$ cat config.mk
export PLATFORM = sky130hd
export DESIGN_NAME = stage_f_prefetch_flat
export DESIGN_NICKNAME = d
export VERILOG_FILES = /design/src/rtl/stage_f_prefetch_if.sv /design/src/rtl/stage_f_prefetch.sv /design/src/flat_wrapper.sv
export SDC_FILE = /design/constraint.sdc
export NUM_CORES = 1
export LEC_CHECK = 0
export BUFFER_PORTS_ARGS = -buffer_cell sky130_fd_sc_hd__buf_2
export CORE_ASPECT_RATIO = 1.25
export CORE_MARGIN = 1.5
export CORE_UTILIZATION = 50
export CTS_CLUSTER_DIAMETER = 120
export DETAILED_ROUTE_END_ITERATION = 6
export GPL_TIMING_DRIVEN = 0
export PLACE_DENSITY = 0.7
export SYNTH_ARGS = -nofsm -noshare
export SYNTH_HDL_FRONTEND = slang
export SYNTH_SLANG_ARGS = --single-unit
$ cat constraint.sdc
create_clock -name clk_i -period 5.6 [get_ports clk_i]
set_clock_uncertainty 0.05 [all_clocks]
set_input_delay 1.4 -clock clk_i [delete_from_list [all_inputs] [get_ports clk_i]]
set_output_delay 1.4 -clock clk_i [all_outputs]
set_load 0.02 [all_outputs]
$ cat src/rtl/stage_f_prefetch_if.sv
`timescale 1ns/1ps
`default_nettype none
// ============================================================================
// Module   : stage_f_prefetch_if
// Brief    : F-bus, redirect and decode-side signals of the prefetch stage.
//            Optional fault signals exist when STAGE_F_PREFETCH_BUS_ERR_EN is set.
// Revision : 1.0 - initial release
// ============================================================================
interface stage_f_prefetch_if #(
    parameter int AW    = 64,
    parameter int DEPTH = 4
);
    localparam int CW = $clog2(DEPTH) + 1;

    logic            f_cyc_o;
    logic [AW-3:0]   f_adr_o;
    logic            f_ack_i;
    logic [31:0]     f_dat_i;
`ifdef STAGE_F_PREFETCH_BUS_ERR_EN
    logic            f_err_i;
    logic            inst_fault_o;
`endif
    logic            redir_i;
    logic [AW-3:0]   redir_adr_i;
    logic            inst_valid_o;
    logic [31:0]     inst_o;
    logic [AW-3:0]   inst_pc_o;
    logic            inst_ready_i;
    logic [CW-1:0]   count_o;

    // master: the fetch stage itself; slave: bus + decode environment
    modport master (
`ifdef STAGE_F_PREFETCH_BUS_ERR_EN
        input  f_err_i,
        output inst_fault_o,
`endif
        output f_cyc_o, f_adr_o, inst_valid_o, inst_o, inst_pc_o, count_o,
        input  f_ack_i, f_dat_i, redir_i, redir_adr_i, inst_ready_i
    );

    modport slave (
`ifdef STAGE_F_PREFETCH_BUS_ERR_EN
        output f_err_i,
        input  inst_fault_o,
`endif
        input  f_cyc_o, f_adr_o, inst_valid_o, inst_o, inst_pc_o, count_o,
        output f_ack_i, f_dat_i, redir_i, redir_adr_i, inst_ready_i
    );
endinterface
`default_nettype wire

$ cat src/rtl/stage_f_prefetch.sv
`timescale 1ns/1ps
`default_nettype none
// ============================================================================
// Module   : stage_f_prefetch
// Brief    : F-bus instruction fetch with DEPTH-entry prefetch FIFO and redirect.
//            Macro STAGE_F_PREFETCH_BUS_ERR_EN adds bus-error fault entries.
// Revision : 1.0 - initial release
// ============================================================================
module stage_f_prefetch #(
    parameter int            AW           = 64,
    parameter logic [AW-1:0] RESET_VECTOR = 64'hFFFF_FFFF_FFFF_FF00,
    parameter int            DEPTH        = 4
) (
    input  wire logic                 clk_i,
    input  wire logic                 reset_i,
    stage_f_prefetch_if.master        bus
);
    localparam int               PW      = $clog2(DEPTH);
    localparam int               CW      = PW + 1;
    localparam logic [AW-3:0]    RV_WORD = RESET_VECTOR[AW-1:2];
    localparam logic [CW-1:0]    FULL    = CW'(DEPTH);

    logic                run_q,    run_d;
    logic                halt_q,   halt_d;
    logic [AW-3:0]       adr_q,    adr_d;
    logic [PW-1:0]       wr_ptr_q, wr_ptr_d;
    logic [PW-1:0]       rd_ptr_q, rd_ptr_d;
    logic [CW-1:0]       count_q,  count_d;
    logic [31:0]         data_q [DEPTH];
    logic [31:0]         data_d [DEPTH];
    logic [AW-3:0]       pc_q   [DEPTH];
    logic [AW-3:0]       pc_d   [DEPTH];
`ifdef STAGE_F_PREFETCH_BUS_ERR_EN
    logic [DEPTH-1:0]    fault_q,  fault_d;
`endif

    logic                cyc;
    logic                valid;
    logic                bus_err;
    logic                push;
    logic                pop;

    always_comb begin
        cyc   = run_q && (count_q != FULL) && !halt_q;
        // Head is hidden during a redirect so nothing stale is consumed
        valid = (count_q != '0) && !bus.redir_i;
`ifdef STAGE_F_PREFETCH_BUS_ERR_EN
        bus_err = cyc && bus.f_err_i;
`else
        bus_err = 1'b0;
`endif
        push = cyc && (bus.f_ack_i || bus_err) && !bus.redir_i;
        pop  = valid && bus.inst_ready_i;

        run_d    = 1'b1;
        halt_d   = halt_q;
        adr_d    = adr_q;
        wr_ptr_d = wr_ptr_q;
        rd_ptr_d = rd_ptr_q;
        count_d  = count_q;
        data_d   = data_q;
        pc_d     = pc_q;
`ifdef STAGE_F_PREFETCH_BUS_ERR_EN
        fault_d  = fault_q;
`endif

        if (bus.redir_i) begin
            adr_d    = bus.redir_adr_i;
            wr_ptr_d = '0;
            rd_ptr_d = '0;
            count_d  = '0;
            halt_d   = 1'b0;
        end else begin
            if (push) begin
                data_d[wr_ptr_q] = bus_err ? 32'h0 : bus.f_dat_i;
                pc_d[wr_ptr_q]   = adr_q;
`ifdef STAGE_F_PREFETCH_BUS_ERR_EN
                fault_d[wr_ptr_q] = bus_err;
`endif
                wr_ptr_d = wr_ptr_q + PW'(1);
                // A faulting fetch freezes the address until the next redirect
                if (bus_err) begin
                    halt_d = 1'b1;
                end else begin
                    adr_d  = adr_q + (AW-2)'(1);
                end
            end
            if (pop) begin
                rd_ptr_d = rd_ptr_q + PW'(1);
            end
            count_d = count_q + CW'(push) - CW'(pop);
        end
    end

    always_ff @(posedge clk_i or negedge reset_i) begin
        if (!reset_i) begin
            run_q    <= 1'b0;
            halt_q   <= 1'b0;
            adr_q    <= RV_WORD;
            wr_ptr_q <= '0;
            rd_ptr_q <= '0;
            count_q  <= '0;
            for (int i = 0; i < DEPTH; i++) begin
                data_q[i] <= '0;
                pc_q[i]   <= '0;
            end
`ifdef STAGE_F_PREFETCH_BUS_ERR_EN
            fault_q  <= '0;
`endif
        end else begin
            run_q    <= run_d;
            halt_q   <= halt_d;
            adr_q    <= adr_d;
            wr_ptr_q <= wr_ptr_d;
            rd_ptr_q <= rd_ptr_d;
            count_q  <= count_d;
            data_q   <= data_d;
            pc_q     <= pc_d;
`ifdef STAGE_F_PREFETCH_BUS_ERR_EN
            fault_q  <= fault_d;
`endif
        end
    end

    assign bus.f_cyc_o      = cyc;
    assign bus.f_adr_o      = adr_q;
    assign bus.inst_valid_o = valid;
    assign bus.inst_o       = data_q[rd_ptr_q];
    assign bus.inst_pc_o    = pc_q[rd_ptr_q];
    assign bus.count_o      = count_q;
`ifdef STAGE_F_PREFETCH_BUS_ERR_EN
    assign bus.inst_fault_o = fault_q[rd_ptr_q];
`endif

endmodule
`default_nettype wire

$ cat src/flat_wrapper.sv
// flat-port wrapper written by rule: the top's interface ports become plain ports
module stage_f_prefetch_flat 
#(
    parameter int            AW           = 64,
    parameter logic [AW-1:0] RESET_VECTOR = 64'hFFFF_FFFF_FFFF_FF00,
    parameter int            DEPTH        = 4
)
  (clk_i, reset_i, bus_f_cyc_o, bus_f_adr_o, bus_inst_valid_o, bus_inst_o, bus_inst_pc_o, bus_count_o, bus_f_ack_i, bus_f_dat_i, bus_redir_i, bus_redir_adr_i, bus_inst_ready_i);
  stage_f_prefetch_if #(.AW(AW), .DEPTH(DEPTH)) bus_i ();
  input  wire logic clk_i;
  input  wire logic reset_i;
  output wire logic [$bits(bus_i.f_cyc_o)-1:0] bus_f_cyc_o;
  output wire logic [$bits(bus_i.f_adr_o)-1:0] bus_f_adr_o;
  output wire logic [$bits(bus_i.inst_valid_o)-1:0] bus_inst_valid_o;
  output wire logic [$bits(bus_i.inst_o)-1:0] bus_inst_o;
  output wire logic [$bits(bus_i.inst_pc_o)-1:0] bus_inst_pc_o;
  output wire logic [$bits(bus_i.count_o)-1:0] bus_count_o;
  input wire logic [$bits(bus_i.f_ack_i)-1:0] bus_f_ack_i;
  input wire logic [$bits(bus_i.f_dat_i)-1:0] bus_f_dat_i;
  input wire logic [$bits(bus_i.redir_i)-1:0] bus_redir_i;
  input wire logic [$bits(bus_i.redir_adr_i)-1:0] bus_redir_adr_i;
  input wire logic [$bits(bus_i.inst_ready_i)-1:0] bus_inst_ready_i;
  assign bus_f_cyc_o = bus_i.f_cyc_o;
  assign bus_f_adr_o = bus_i.f_adr_o;
  assign bus_inst_valid_o = bus_i.inst_valid_o;
  assign bus_inst_o = bus_i.inst_o;
  assign bus_inst_pc_o = bus_i.inst_pc_o;
  assign bus_count_o = bus_i.count_o;
  assign bus_i.f_ack_i = bus_f_ack_i;
  assign bus_i.f_dat_i = bus_f_dat_i;
  assign bus_i.redir_i = bus_redir_i;
  assign bus_i.redir_adr_i = bus_redir_adr_i;
  assign bus_i.inst_ready_i = bus_inst_ready_i;
  stage_f_prefetch #(.AW(AW), .RESET_VECTOR(RESET_VECTOR), .DEPTH(DEPTH)) u_core (.clk_i(clk_i), .reset_i(reset_i), .bus(bus_i));
endmodule
# After elaboration in Yosys (flattened, before gate mapping)
# Cells that the tools add are included.
# Widths: inputs -> output; s select.
dict set report word_totals {
  register_bits 446
  inputBits 99
  output_inout_bits 161
  word_cells 55
}
dict set report op_classes {
  n_addsub 5
  magnitude_cmp 3
  eq_ne 1
  n_mux 19
  n_bitwise 3
  n_reduce_logical 11
}
# op n
set op_table {}
lappend op_table {{$mux 62} 5}
lappend op_table {{$bwmux 248} 1}
lappend op_table {{$bwmux 128} 1}
lappend op_table {{$bmux 62 s2} 1}
lappend op_table {{$demux 62 s2} 1}
lappend op_table {{$mux 32} 3}
lappend op_table {{$bmux 32 s2} 1}
lappend op_table {{$demux 32 s2} 1}
lappend op_table {{$add 62x1->62 const B} 1}
lappend op_table {{$mux 2} 4}
lappend op_table {{$ge 3x3->1 const B} 2}
lappend op_table {{$logic_and 1x1->1} 6}
lappend op_table {{$not 2->3} 2}
lappend op_table {{$add 2x1->2 const B} 2}
lappend op_table {{$reduce_bool 2->1} 2}
lappend op_table {{$add 3x1->3} 1}
lappend op_table {{$lt 3x1->1 const B} 1}
lappend op_table {{$mux 3} 1}
lappend op_table {{$ne 3x3->1 const B} 1}
lappend op_table {{$reduce_bool 3->1} 1}
lappend op_table {{$sub 3x1->3} 1}
lappend op_table {{$reduce_and 2->1} 1}
lappend op_table {{$logic_not 1->1} 1}
lappend op_table {{$not 1->1} 1}

# Depth between registers and ports, before layout
dict set report logic_depth {
  word_depth 7
  ltp_mapped 10
  mapped_depth_nobuf 10
}

# Worst setup path after synthesis
# OpenSTA, ideal clock, no wires.
dict set report synth_path {
  path_type {in2out}
  startpoint {input bus_redir_i}
  endpoint {output bus_inst_valid_o}
  arrival_ns 2.363
  required_time_ns 4.150
  slack_ns 1.787
  cell_stages 4
  n_path_buf 3
  path_cell_list {clkbuf_1 -> clkbuf_1 -> clkbuf_1 -> nor2_1}
}
dict set report synth_between {
  elab_chain_len 2
}
# element line
set synth_lines {}
lappend synth_lines {{from (decl)} flat_wrapper.sv:20} ;# input wire logic [$bits(bus_i.redir_i)-1:0] bus_redir_i;
lappend synth_lines {{$logic_not 1->1} stage_f_prefetch.sv:46} ;# valid = (count_q != '0) && !bus.redir_i;
lappend synth_lines {{$logic_and 1x1->1} stage_f_prefetch.sv:46}
lappend synth_lines {{to (decl)} flat_wrapper.sv:14} ;# output wire logic [$bits(bus_i.inst_valid_o)-1:0] bus_inst_valid_o;
# Every way passes these cells.

# Worst setup path in the final report
# Same ends and word-level chain as after synthesis.

==> impl_metrics.tcl <==
set metrics [dict create \
    status "completed" \
    drc 0 \
    finalPower_mw 11.4 \
    die_y_um 230 \
    cts-resized-gates 0 \
    antenna_left 0 \
    min_from "u_core.pc_q[60]" \
    antenna_found_initial 7 \
    cts_buffer_depth 3 \
    h-tree-depth 2 \
    nets 1846 \
    rows 82 \
    layout_commonest_cell "dfrtp_1" \
    worst_slack_ns 0.699 \
    holdPathEnd "u_core.pc_q[60]" \
    drive_gt1_share_pct 52.6 \
    fp.coreArea_um2 40300 \
    viasPerCell 5.71 \
    io_buffers 259 \
    whs_ns 0.450 \
    synth-async-reset-ratio_pct 100 \
    cp_slowest_stage_delay_ns 0.64 \
    ys_seq_area_share_pct 54.7 \
    dr.pass1.iters 4 \
    wl_per_cell_um 22.1 \
    dr.first_iter.drc_count 665 \
    placed_cell_area_um2 22600 \
    final_max_slew_viol_count 0 \
    timing.critical_path.mode_cell "clkbuf_1" \
    path_class "in -> out" \
    placedCellCount 2236 \
    hold_path_depth 1 \
    cts_inserted_buffers 47 \
    die_w_um 184 \
    ir_worst_vdd_v 0.000308 \
    grt_pass1_wl_um 80700 \
    path_max_fanout 10 \
    fin_crit_ns 4.90 \
    period_share_pct 87.5 \
    setup_violations 0 \
    start_kind "input pin" \
    stdcell_count 2325 \
    synthCells 1427 \
    clock-sinks 446 \
    rr_endpoint "u_core.pc_q[160]" \
    reg2reg_slack_ns 2.54 \
    rsz0062_at_grt "no" \
    stdcell_area_um2 24300 \
    synth_flop_cell "dfrtp_1" \
    min_path_type "reg -> reg" \
    grt.total_usage_pct 24.9 \
    grt_max_degree 126 \
    final_cell_mix "dfrtp_1 (390), mux2_2 (377), buf_2 (316), mux4_2 (94), nand2_1 (78)" \
    fin_util_pct 60.2 \
    ios 260 \
    worstPathArrival_ns 3.45 \
    post-cts-setup-buffers 0 \
    netlist_area_um2 20500 \
    clk_latency_ns 0.59 \
    tns_ns 0 \
    ctsHoldBuffers 0 \
    reg2reg_from "u_core.bus.count_o[1]" \
    cts-root-buf "clkbuf_16" \
    rr_worst_depth 7 \
    die-area_um2 42300 \
    num_vias 13275 \
    synth_warnings 0 \
    crit_chain "buf_2, clkbuf_1, clkbuf_1, clkbuf_1, nor2_1, buf_2" \
    overflow 0 \
    cts.clk_slew.worst_paths_ns 0.06 \
    drv_cap 0 \
    cpMaxStageDelayCell "clkbuf_1" \
    dp_hpwl_um 35900 \
    tritoncts "built" \
    start_util_pct 51.0 \
    p_leak_nw 11.0 \
    synth_nets 1534 \
    grt_pass1_vias 14059 \
    syn_area_per_cell_um2 14.4 \
    area_growth_pct 18.1 \
    worst_ep_required_time_ns 4.15 \
    globalplace.congestion 0.813 \
    p_per_area_nw_per_um2 469 \
    wl_um 51400 \
    end_kind "output pin" \
    worst_pin_slew_ns 1.41 \
    synth_edf_count 0 \
    max_freq_mhz 204 \
    finalHoldViolCount 0 \
    dp_worst_setup_slack_ns 0.650 \
    relSlewSlack_pct 5.35 \
    ys_seq_elements 446 \
    synth.distinct_cells 47 \
]
-- cell usage after synthesis, types with 2 or more instances --
cell type / count / area share [%]
a31oi_1: 6 / 0.18
mux2i_1: 6 / 0.29
o21a_1: 2 / 0.073
a22oi_1: 9 / 0.33
xnor2_1: 16 / 0.68
or3_1: 5 / 0.15
nor4_4: 2 / 0.21
nor4_1: 9 / 0.27
and3_1: 12 / 0.37
ha_1: 7 / 0.43
buf_2: 58 / 1.4
nand4_1: 31 / 0.94
nand2_1: 78 / 1.4
o31a_1: 2 / 0.085
dfrtp_1: 390 / 47
o21ai_0: 43 / 1.0
mux2_2: 377 / 21
nand2b_1: 2 / 0.061
nand3_1: 32 / 0.78
o31ai_1: 4 / 0.15
and2_1: 9 / 0.27
nor2b_1: 14 / 0.43
inv_1: 9 / 0.16
mux4_2: 94 / 10
nor2_1: 22 / 0.40
nor4_2: 2 / 0.12
nand4_2: 2 / 0.12
nor3b_1: 2 / 0.073
nor3_1: 15 / 0.37
and4_1: 9 / 0.38
buf_1: 8 / 0.15
or4_4: 3 / 0.16
dfstp_2: 56 / 7.2
clkbuf_1: 42 / 0.77
or4_1: 10 / 0.37
xor2_1: 28 / 1.2
-- state kept, by name (all words and copies together), names as in the netlist --
| name | flops |
|---|---|
| u_core.pc_q | 248 |
| u_core.data_q | 128 |
| u_core.bus.f_adr_o | 62 |
| u_core.bus.count_o | 3 |
| u_core.rd_ptr_q | 2 |
| u_core.wr_ptr_q | 2 |
| u_core.run_q | 1 |
-- critical path, delay by kind of cell --
family | cells | cell delay (ns)
simple gates | 1 | 0.15
buf+inv | 5 | 1.89
-- kinds of logic (layout without fill, tap and decap cells) --
kind of cell / count (synthesis) / count (layout) / share of synthesized area (%)
AOI/OAI and AO/OA: 70 / 70 / 2.02
xor gates and xnor gates: 44 / 44 / 1.88
adders and majority gates: 8 / 8 / 0.524
buffers and inverters: 119 / 468 / 2.55
DFF: 446 / 446 / 54.7
muxes: 477 / 477 / 31.3
other: 1 / 4 / 0.0182
and+or+nand+nor: 262 / 262 / 7.11
-- power breakdown --
group,internal (mW),switching [mW],total (mW),leakage (nW)
Sequential,4.12,0.490,4.61,5.68
Clock,1.94,1.28,3.23,0.787
Combinational,1.76,1.80,3.56,4.51
Total,7.82,3.58,11.4,11.0
-- metal layers --
layer	part of all wire (%)	track usage [%]	vias up
li1	-	-	5874
met1	42	32.7	6976
met2	50	41.5	334
met3	5.8	5.43	81
met4	2.3	7.51	10
met5	0.10	0	-
-- worst max-delay path by stage --
stage,startpoint,endpoint,depth (start not counted)
after CTS,bus_redir_i,bus_inst_valid_o,6
after global routing,bus_redir_i,bus_inst_valid_o,6
final,bus_redir_i,bus_inst_valid_o,6
after floorplan,bus_redir_i,bus_inst_valid_o,4
after global placement,reset_i,u_core.pc_q[52],1
after detailed placement,bus_redir_i,bus_inst_valid_o,6
-- area by class of cell --
cell class	count	area, um2
antenna	3	7.51
buffer	110	490
clock buffer	71	1390
clock inverter	15	220
fill	3262	16100
inverter	9	33.8
multi-input combinational	862	8790
sequential	446	11200
tap	546	683
timing repair buffer	263	1420
Power figures use the tool's default switching activity.
